<file path="src/rtl/usb_top_pkg.sv">
// Shared constants and types for the USB full-speed raw packet capture block.
// Line-state encoding follows {D+, D-}; SYNC is stored first-received-bit-in-MSB.
package usb_top_pkg;

   localparam int unsigned SAMPLES_PER_BIT  = 4;
   localparam int unsigned BUS_RESET_CYCLES = 120;
   localparam logic [7:0]  SYNC_PATTERN     = 8'b0101_0100;

   typedef enum logic [1:0] {
      LineSe0 = 2'b00,
      LineK   = 2'b01,
      LineJ   = 2'b10
   } line_state_e;

   typedef enum logic [1:0] {
      StIdle,
      StSyncHunt,
      StReceive,
      StOverflow
   } cap_state_e;

   // (1,1) is illegal on the bus and is folded into SE0.
   function automatic line_state_e decode_line(input logic dp, input logic dn);
      line_state_e st;
      if (dp && !dn) begin
         st = LineJ;
      end else if (!dp && dn) begin
         st = LineK;
      end else begin
         st = LineSe0;
      end
      return st;
   endfunction

endpackage

</file>
<file path="src/rtl/usb_fs_line_sampler.sv">
// Synchronises D+/D-, recovers mid-bit sample points from line transitions and
// flags bus reset after a long SE0 run.
module usb_fs_line_sampler
   import usb_top_pkg::*;
(
   input  logic clk_i,
   input  logic rst_ni,
   input  logic dp_i,
   input  logic dn_i,
   output logic bit_valid_o,
   output logic bit_o,
   output logic se0_o,
   output logic bus_reset_o
);

   localparam logic [1:0] SamplePhase = 2'(SAMPLES_PER_BIT / 2);
   localparam logic [7:0] Se0Max      = 8'(BUS_RESET_CYCLES);

   logic        dp_meta_q, dp_sync_q, dn_meta_q, dn_sync_q;
   line_state_e line_cur, line_prev_q;
   logic [1:0]  phase_q, phase_d;
   logic [7:0]  se0_cnt_q, se0_cnt_d;

   always_ff @(posedge clk_i or negedge rst_ni) begin
      if (!rst_ni) begin
         dp_meta_q   <= 1'b0;
         dp_sync_q   <= 1'b0;
         dn_meta_q   <= 1'b0;
         dn_sync_q   <= 1'b0;
         line_prev_q <= LineSe0;
         phase_q     <= 2'd0;
         se0_cnt_q   <= 8'd0;
      end else begin
         dp_meta_q   <= dp_i;
         dp_sync_q   <= dp_meta_q;
         dn_meta_q   <= dn_i;
         dn_sync_q   <= dn_meta_q;
         line_prev_q <= line_cur;
         phase_q     <= phase_d;
         se0_cnt_q   <= se0_cnt_d;
      end
   end

   // Phase is 0 in the cycle the new line state appears, so phase 2 is mid-bit.
   always_comb begin
      line_cur  = decode_line(dp_sync_q, dn_sync_q);
      phase_d   = (line_cur != line_prev_q) ? 2'd0 : phase_q + 2'd1;
      se0_cnt_d = se0_cnt_q;
      if (line_cur != LineSe0) begin
         se0_cnt_d = 8'd0;
      end else if (se0_cnt_q != Se0Max) begin
         se0_cnt_d = se0_cnt_q + 8'd1;
      end
   end

   assign bit_valid_o = (phase_d == SamplePhase);
   assign bit_o       = (line_cur == LineJ);
   assign se0_o       = (line_cur == LineSe0);
   // Saturating counter makes this a single pulse per SE0 run.
   assign bus_reset_o = (line_cur == LineSe0) && (se0_cnt_q == Se0Max - 8'd1);

endmodule

</file>
<file path="src/rtl/usb_top.sv">
// USB full-speed raw line-state packet capture: SYNC hunt, bitwise store into
// usb_packet_buffer, status LEDs for packet done / overflow / bus reset.
module usb_top
   import usb_top_pkg::*;
#(
   parameter int unsigned BUFFER_WORDS = 256
) (
   input  logic clock48,
   input  logic reset_n,
   input  logic data,
   input  logic data_n,
   output logic usb_pullup,
   output logic r,
   output logic g,
   output logic b
);

   localparam int unsigned BufferBits = BUFFER_WORDS * 32;
   localparam int unsigned BitIdxW    = $clog2(BufferBits) + 1;
   localparam int unsigned ByteCntW   = BitIdxW - 2;
   localparam int unsigned WordW      = $clog2(BUFFER_WORDS);
   localparam logic [BitIdxW-1:0] LastBit = BitIdxW'(BufferBits - 1);

   logic bit_valid, bit_val, se0, bus_reset;

   usb_fs_line_sampler u_sampler (
      .clk_i       (clock48),
      .rst_ni      (reset_n),
      .dp_i        (data),
      .dn_i        (data_n),
      .bit_valid_o (bit_valid),
      .bit_o       (bit_val),
      .se0_o       (se0),
      .bus_reset_o (bus_reset)
   );

   cap_state_e           state_q, state_d;
   logic [7:0]           shift_q, shift_d;
   logic [BitIdxW-1:0]   bit_idx_q, bit_idx_d;
   logic [ByteCntW-1:0]  byte_count_q, byte_count_d;
   logic                 r_q, r_d, g_q, g_d, b_q, b_d, pullup_q;
   logic                 buf_we;
   logic [WordW-1:0]     buf_word;
   logic [4:0]           buf_bit;

   logic [31:0] usb_packet_buffer [BUFFER_WORDS];

   always_ff @(posedge clock48 or negedge reset_n) begin
      if (!reset_n) begin
         state_q <= StIdle;
      end else begin
         state_q <= state_d;
      end
   end

   always_comb begin
      state_d = state_q;
      if (bus_reset) begin
         state_d = StIdle;
      end else if (bit_valid) begin
         case (state_q)
            StIdle:     if (!se0 && bit_val) state_d = StSyncHunt;
            StSyncHunt: begin
               if (se0) begin
                  state_d = StIdle;
               end else if ({shift_q[6:0], bit_val} == SYNC_PATTERN) begin
                  state_d = StReceive;
               end
            end
            StReceive: begin
               if (se0) begin
                  state_d = StIdle;
               end else if (bit_idx_q == LastBit) begin
                  state_d = StOverflow;
               end
            end
            StOverflow: if (se0) state_d = StIdle;
            default:    state_d = StIdle;
         endcase
      end
   end

   always_comb begin
      shift_d      = shift_q;
      bit_idx_d    = bit_idx_q;
      byte_count_d = byte_count_q;
      r_d          = r_q;
      g_d          = g_q;
      b_d          = b_q;
      buf_we       = 1'b0;
      if (bus_reset) begin
         b_d          = 1'b1;
         byte_count_d = '0;
         shift_d      = '1;
      end else if (bit_valid) begin
         case (state_q)
            StIdle: shift_d = '1;
            StSyncHunt: begin
               if (!se0) begin
                  shift_d = {shift_q[6:0], bit_val};
                  if (shift_d == SYNC_PATTERN) begin
                     bit_idx_d = '0;
                     g_d       = 1'b0;
                  end
               end
            end
            StReceive: begin
               if (se0) begin
                  byte_count_d = ByteCntW'((bit_idx_q + BitIdxW'(7)) >> 3);
                  g_d          = 1'b1;
               end else begin
                  buf_we    = 1'b1;
                  bit_idx_d = bit_idx_q + BitIdxW'(1);
                  if (bit_idx_q == LastBit) r_d = 1'b1;
               end
            end
            default: ;
         endcase
      end
   end

   always_ff @(posedge clock48 or negedge reset_n) begin
      if (!reset_n) begin
         shift_q      <= '1;
         bit_idx_q    <= '0;
         byte_count_q <= '0;
         r_q          <= 1'b0;
         g_q          <= 1'b0;
         b_q          <= 1'b0;
         pullup_q     <= 1'b0;
      end else begin
         shift_q      <= shift_d;
         bit_idx_q    <= bit_idx_d;
         byte_count_q <= byte_count_d;
         r_q          <= r_d;
         g_q          <= g_d;
         b_q          <= b_d;
         pullup_q     <= 1'b1;
      end
   end

   assign buf_word = bit_idx_q[WordW+4:5];
   assign buf_bit  = bit_idx_q[4:0];

   // Buffer contents deliberately survive reset.
   always_ff @(posedge clock48) begin
      if (buf_we) begin
         usb_packet_buffer[buf_word][buf_bit] <= bit_val;
      end
   end

   assign usb_pullup = pullup_q;
   assign r          = r_q;
   assign g          = g_q;
   assign b          = b_q;

endmodule

</file>
<file path="config.mk">
export PLATFORM = sky130hd
export DESIGN_NAME = usb_top
export DESIGN_NICKNAME = d
export VERILOG_FILES = /design/src/rtl/usb_top_pkg.sv /design/src/rtl/usb_fs_line_sampler.sv /design/src/rtl/usb_top.sv
export SDC_FILE = /design/constraint.sdc
export NUM_CORES = 1
export LEC_CHECK = 0
export CAP_MARGIN = 30
export CORE_ASPECT_RATIO = 0.5
export CORE_UTILIZATION = 53
export DETAILED_ROUTE_END_ITERATION = 16
export PLACE_DENSITY = 0.74
export SLEW_MARGIN = 10
export SYNTH_ARGS = -nofsm -noshare
export SYNTH_HDL_FRONTEND = slang
export SYNTH_HIERARCHICAL = 1
export SYNTH_SLANG_ARGS = --single-unit
export TNS_END_PERCENT = 100
</file>
<file path="constraint.sdc">
create_clock -name clock48 -period 2.85 [get_ports clock48]
set_clock_uncertainty 0.05 [all_clocks]
set_input_delay 0.7125 -clock clock48 [delete_from_list [all_inputs] [get_ports clock48]]
set_output_delay 0.7125 -clock clock48 [all_outputs]
set_load 0.02 [all_outputs]
</file>
# --- Word level (Yosys, flattened, before mapping) ---
# Cells that the tools add are included.
word_totals:
  word_cells: 83
  input_bits: 4
  mem_bits_rw: 0
  memories: 0
  reg_bits: 43
  latchBits: 0
  mem_bits_ro: 0
  out_inout_bits: 4
classes:
  magnitude_cmp: 0
  div: 0
  n_reduce_logical: 19
  eq_ne: 19
  muxes: 26
  n_shift: 0
  n_addsub: 3
  n_bitwise: 2
  mul: 0
ops:
  columns: ["cell", "count"]
  rows:
  - ["2-to-1 mux 14 bit", 3]
  - ["one-hot mux 14 bit (2 select lines)", 1]
  - ["2-to-1 mux 7 bit", 3]
  - ["2-to-1 mux 2 bit", 10]
  - ["== test 8 x 7 -> 1 bit, second input constant", 2]
  - ["2-to-1 mux 8 bit", 2]
  - ["adder 14 x 1 -> 14 bit, second input constant", 1]
  - ["== test 14 x 13 -> 1 bit, second input constant", 1]
  - ["one-hot mux 7 bit (2 select lines)", 1]
  - ["AND reduction 6 bit", 2]
  - ["AND reduction 5 bit", 2]
  - ["inequality test 3 bit, second input constant", 3]
  - ["adder 8 x 1 -> 8 bit, second input constant", 1]
  - ["== test 2 bit, second input constant", 4]
  - ["inequality test 2 bit, second input constant", 4]
  - ["inequality test 4 bit, second input constant", 2]
  - ["inequality test 8 x 7 -> 1 bit, second input constant", 1]
  - ["one-hot mux 2 bit (4 select lines)", 1]
  - ["nonzero test 2 bit", 4]
  - ["logical AND 1 bit", 4]
  - ["logical NOT 2 bit", 2]
  - ["2-to-1 mux 1 bit", 4]
  - ["logical NOT 1 bit", 3]
  - ["AND reduction 3 bit", 1]
  - ["6 further kinds", 7]

# --- Depth between registers and ports, before layout ---
logic_depth:
  word_depth: 11
  mapped_depth: 11
  ltp_nobuf: 9

# --- Cells and area by module ---
# Netlist, hierarchy kept.
modules_own_cells:
  columns: ["mod", "cells_each", "instances", "seq_area_each_um2", "area_each_um2"]
  rows:
  - ["usb_top", 122, 1, 684.4, 1286.2]
  - ["usb_fs_line_sampler", 63, 1, 400.4, 728.2]

# --- Least setup slack after synthesis ---
# Ideal clock, no wire load.
synth_path:
  path_type: "register to register"
  start: "register u_sampler.dp_sync_q"
  end: "register bit_idx_q[13]"
  path_buffers: 2
  required_time_ps: 2734
  setup_time_ps: 66
  period_less_slack_ps: 2873
  path_slack_ps: -23
  stages_incl_launch_ff: 11
  arrival_time_ps: 2757
  path_cell_list: "dfrtp_1 > ha_1 > xnor2_1 > nand2_1 > nor3b_1 > buf_4 > or4b_4 > buf_6 > or4_4 > or4_1 > nand2_1"
synth_via:
  elab_chain_len: 8
  elab_cells_between_ends: 17
  cone_classes: "eq/ne (7); mux (3); bitwise (1); reduce/logical (6)"
synth_rtl:
  columns: ["element", "line", "source"]
  rows:
  - ["from (decl)", "usb_fs_line_sampler.sv:19", "logic dp_meta_q, dp_sync_q, dn_meta_q, dn_sync_q;"]
  - ["from (signal assigned)", "usb_fs_line_sampler.sv:35", "dp_sync_q <= dp_meta_q;"]
  - ["logical NOT 1 bit", "usb_top_pkg.sv:27", "end else if (!dp && dn) begin"]
  - ["logical AND 1 bit", "usb_top_pkg.sv:27", null]
  - ["2-to-1 mux 1 bit", "usb_top_pkg.sv:27", null]
  - ["2-to-1 mux 2 bit (*)", "usb_top_pkg.sv:25", "if (dp && !dn) begin"]
  - ["== test 2 bit (*)", "usb_fs_line_sampler.sv:57", "assign bit_o = (line_cur == LineJ);"]
  - ["via bit_val", "usb_top.sv:24", "logic bit_valid, bit_val, se0, bus_reset;"]
  - ["== test 8 x 7 -> 1 bit (*)", "usb_top.sv:101", "if (shift_d == SYNC_PATTERN) begin"]
  - ["inequality test 2 bit (no source line) (*)", null, null]
  - ["AND reduction 6 bit (no source line) (*)", null, null]
  - ["to (signal assigned)", "usb_top.sv:133", "bit_idx_q <= bit_idx_d;"]
  - ["to (decl)", "usb_top.sv:39", "logic [BitIdxW-1:0] bit_idx_q, bit_idx_d;"]
# Mark *: on every way through the listed nets, which the timed path passes. The rest lies on a longest branch.
# A chain may end at the register's enable or synchronous reset.

# --- Final worst setup path ---
layout_path:
  start: "register u_sampler.dp_sync_q"
  end: "register bit_idx_q[12]"
layout_via:
  elab_chain_len: 8
  elab_cells_between_ends: 17
  cone_classes: "eq/ne (7); mux (3); bitwise (1); reduce/logical (6)"
layout_rtl:
  columns: ["element", "line", "source"]
  rows:
  - ["logical NOT 1 bit", "usb_top_pkg.sv:27", null]
  - ["logical AND 1 bit", "usb_top_pkg.sv:27", null]
  - ["2-to-1 mux 1 bit", "usb_top_pkg.sv:27", null]
  - ["2-to-1 mux 2 bit (*)", "usb_top_pkg.sv:25", null]
  - ["via u_sampler.line_cur[0]", "usb_fs_line_sampler.sv:20", "line_state_e line_cur, line_prev_q;"]
  - ["inequality test 2 bit (*)", "usb_fs_line_sampler.sv:47", "phase_d = (line_cur != line_prev_q) ? 2'd0 : phase_q + 2'd1;"]
  - ["2-to-1 mux 2 bit (*)", "usb_fs_line_sampler.sv:47", null]
  - ["== test 2 bit (*)", "usb_fs_line_sampler.sv:56", "assign bit_valid_o = (phase_d == SamplePhase);"]
  - ["via bit_valid", "usb_top.sv:24", null]
  - ["AND reduction 6 bit (no source line) (*)", null, null]
# Marks and branches as above.

==> summary.md <==
| Metric | Value |
|---|---|
| Total CTS buffers | `5` |
| Dpl ws | `about 0.068 ns` |
| Commonest non-fill, non-tap cell in the layout | `dfrtp_1` |
| Die ar. | `0.00407 sq mm` |
| DR DRC count | `0` |
| Max_cap viols | `0` |
| Measured slew at the worst slew-check pin | `0.795 ns` |
| Worst hold path type | `in -> async` |
| Grt ovf | `0` |
| Asr flop ratio synth | `1.00` |
| Most frequent cells in the layout | `dfrtp_1, nand2_1, xnor2_1, nor2_1, nand3_1` |
| Sequential element share of the synthesized area | `0.539` |
| Worst-path clk slew | `0.08 ns` |
| Leakage | `0.952 nW` |
| Global-route wire length before repair | `approximately 6.1 mm` |
| Peak supply drop | `0.000272 V` |
| CTS tree | `yes` |
| Final Critical Period | `about 2.7 ns` |
| Routed wire length | `3.61 mm` |
| Core area | `0.00353 sq mm` |
| Initial antenna violation count | `0` |
| Port Buf Inserts | `7` |
| Hold Buf Count CTS | `0` |
| Routed len/inst | `14.1 um` |
| Fin crit share | `0.950` |
| Detailed Routing Iterations Pass 1 | `4` |
| CTS Buffer Depth | `2` |
| Clock sink count | `43` |
| Fmax | `369 MHz` |
| Pins Over Slew Limit | `0` |
| Net count after synthesis | `194` |
| Via count | `1,425` |
| Largest net degree at the start of global routing | `44` |
| Die Width | `89.2 um` |
| Syn avg cell area | `10.9 sq um` |
| Root Buffer | `clkbuf_8` |
| H-tree lvl count | `2` |
| Setup CP Type | `reg -> reg` |
| Outcome | `completed` |
| Die Y | `45.6 um` |
| Worst EP arrival | `2.89 ns` |
| DRT iter0 DRCs | `89` |
| Area Growth Syn to Fin | `14.3%` |
| Critical Path RT | `approximately 3.0 ns` |
| Max_slew headroom | `0.465` |
| CP max FO | `3` |
| Inserted Diodes | `0` |
| Dpl hpwl | `2.54 mm` |
| Site Rows | `15` |
| Skew-Pair Late Insertion Delay | `~0.3 ns` |
| Final setup TNS | `0 ns` |
| RSZ-0062 raised after global routing | `no` |
| Final setup violation count | `0` |
| Synthesized flop and latch total | `43` |
| Final ANT Viol Nets | `0` |
| Distinct cells, synth | `40` |
| Layout fillers | `307` |
| Hold Worst Slack | `0.220 ns` |
| Vias per inst | `about 5.6` |
| Number of enable flip-flop cells after synthesis | `0` |
| Nets | `212` |
| Startpoint Class | `flop` |
| Reg2reg setup slack | `roughly 0.14 ns` |
| Ports | `8` |
| Syn Inst Count | `185` |
| Initial Util | `0.571` |
| CP endpoint kind | `flop` |
| Share of cells above drive strength 1 | `0.181` |
| Vias in the first global route | `1,352` |
| GRT Util Overall | `0.210` |
| PnR worst setup slack | `0.144 ns` |
| Yosys warnings | `6` |
| GPL Wtd Cong | `0.784` |
| PwrDens | `between 500 and 600 mW/mm^2` |
| Ys flop type | `dfrtp_1` |
| Final-report hold violation count | `0` |
| Mapped Area | `0.00201 sq mm` |
-- state kept, by name (all words and copies together), names as in the netlist --
register / flops
u_sampler/dn_sync_q: 1
usb_pullup: 1
u_sampler/se0_cnt_q: 8
shift_q: 7
u_sampler/dn_meta_q: 1
u_sampler/dp_meta_q: 1
u_sampler/line_prev_q: 2
bit_idx_q: 14
r: 1
u_sampler/phase_q: 2
state_q: 2
g: 1
b: 1
u_sampler/dp_sync_q: 1
-- power breakdown --
part	switching, W	internal, W	total (W)	leakage, nW
clock	0.000204	0.000196	0.000399	0.0482
combinational	0.0000596	0.0000538	0.000113	0.351
sequential	0.0000325	0.000646	0.000678	0.553
total	0.000296	0.000895	0.00119	0.952
-- per-layer routing --
metal / global-route usage / wire, um / up-vias
met2: 0.340 / 1690 / 14
met5: 0 / 0 / -
met3: 0.0543 / 89 / 7
met1: 0.277 / 1780 / 713
met4: 0.0825 / 47 / 0
li1: - / - / 691
-- timing repair --
action | CTS | global route
endpoints found under the setup margin | 0 | 5
setup buffers | 0 | 0
gates resized for setup | 0 | 4
-- metrics by stage --
step	util	power, W	cells	area [sq um]
2_1_floorplan	-	0.000755	185	2020
3_3_place_gp	0.617	0.000793	246	2180
3_5_place_dp	0.617	0.000799	246	2180
4_1_cts	0.643	0.00120	254	2270
5_1_grt	0.653	0.00125	255	2300
6_report	0.653	0.00119	255	2300
-- worst max-delay path: stages, from the launching register on --
cell	delay [ns]
dfrtp_1	0.39
inv_1	0.07
ha_2	0.18
xnor2_1	0.11
nand2_1	0.11
nor3b_2	0.21
or4b_4	0.50
or4_4	0.55
or4_1	0.40
nand2_1	0.09
-- cell families (layout without fill, tap and decap cells) --
family          count (synthesis)  after routing  share of synthesized area
xor+xnor                       14             14                     0.0609
simple gates                   82             82                      0.241
fa+ha+maj                       5              5                     0.0311
compound gates                 25             25                     0.0870
other cells                     1              1                    0.00186
mux                             2              2                    0.00994
flops                          43             43                      0.539
buf+inv                        13             32                     0.0298
-- cell type report --
class	instances	area [sq um]	area share
Timing Repair Buffer	16	145	0.0630
Clock buffer	7	86.3	0.0375
Multi-Input combinational cell	129	888	0.386
Sequential cell	43	1080	0.471
Tap cell	51	63.8	0.0277
Inverter	8	30.0	0.0130
Clock inverter	1	5.00	0.00217
-- final timing paths --
path,to,startpoint,depth (start not counted)
worst max-delay path,bit_idx_q[12],u_sampler/dp_sync_q,9
worst min-delay path,bit_idx_q[11],reset_n,1
worst max register to register,bit_idx_q[12],u_sampler/dp_sync_q,9
worst min register to register,u_sampler/dp_sync_q,u_sampler/dp_meta_q,0
max in group asynchronous,shift_q[0],reset_n,2
min in group clock48,u_sampler/dp_sync_q,u_sampler/dp_meta_q,0
-- synthesized netlist by cell type (5+ instances only) --
master / count / area [sq um]
nand2_1: 19 / 71.3
o22a_1: 7 / 61.3
dfstp_2: 7 / 184
o21ai_0: 7 / 35.0
dfrtp_1: 36 / 901
nand4_1: 6 / 37.5
nand3_1: 9 / 45.0
inv_1: 8 / 30.0
nor2_1: 11 / 41.3
or3_1: 5 / 31.3
nor4_1: 5 / 31.3
xnor2_1: 11 / 96.3
ha_1: 5 / 62.6
No activity file was read; power rests on OpenSTA's default activity.
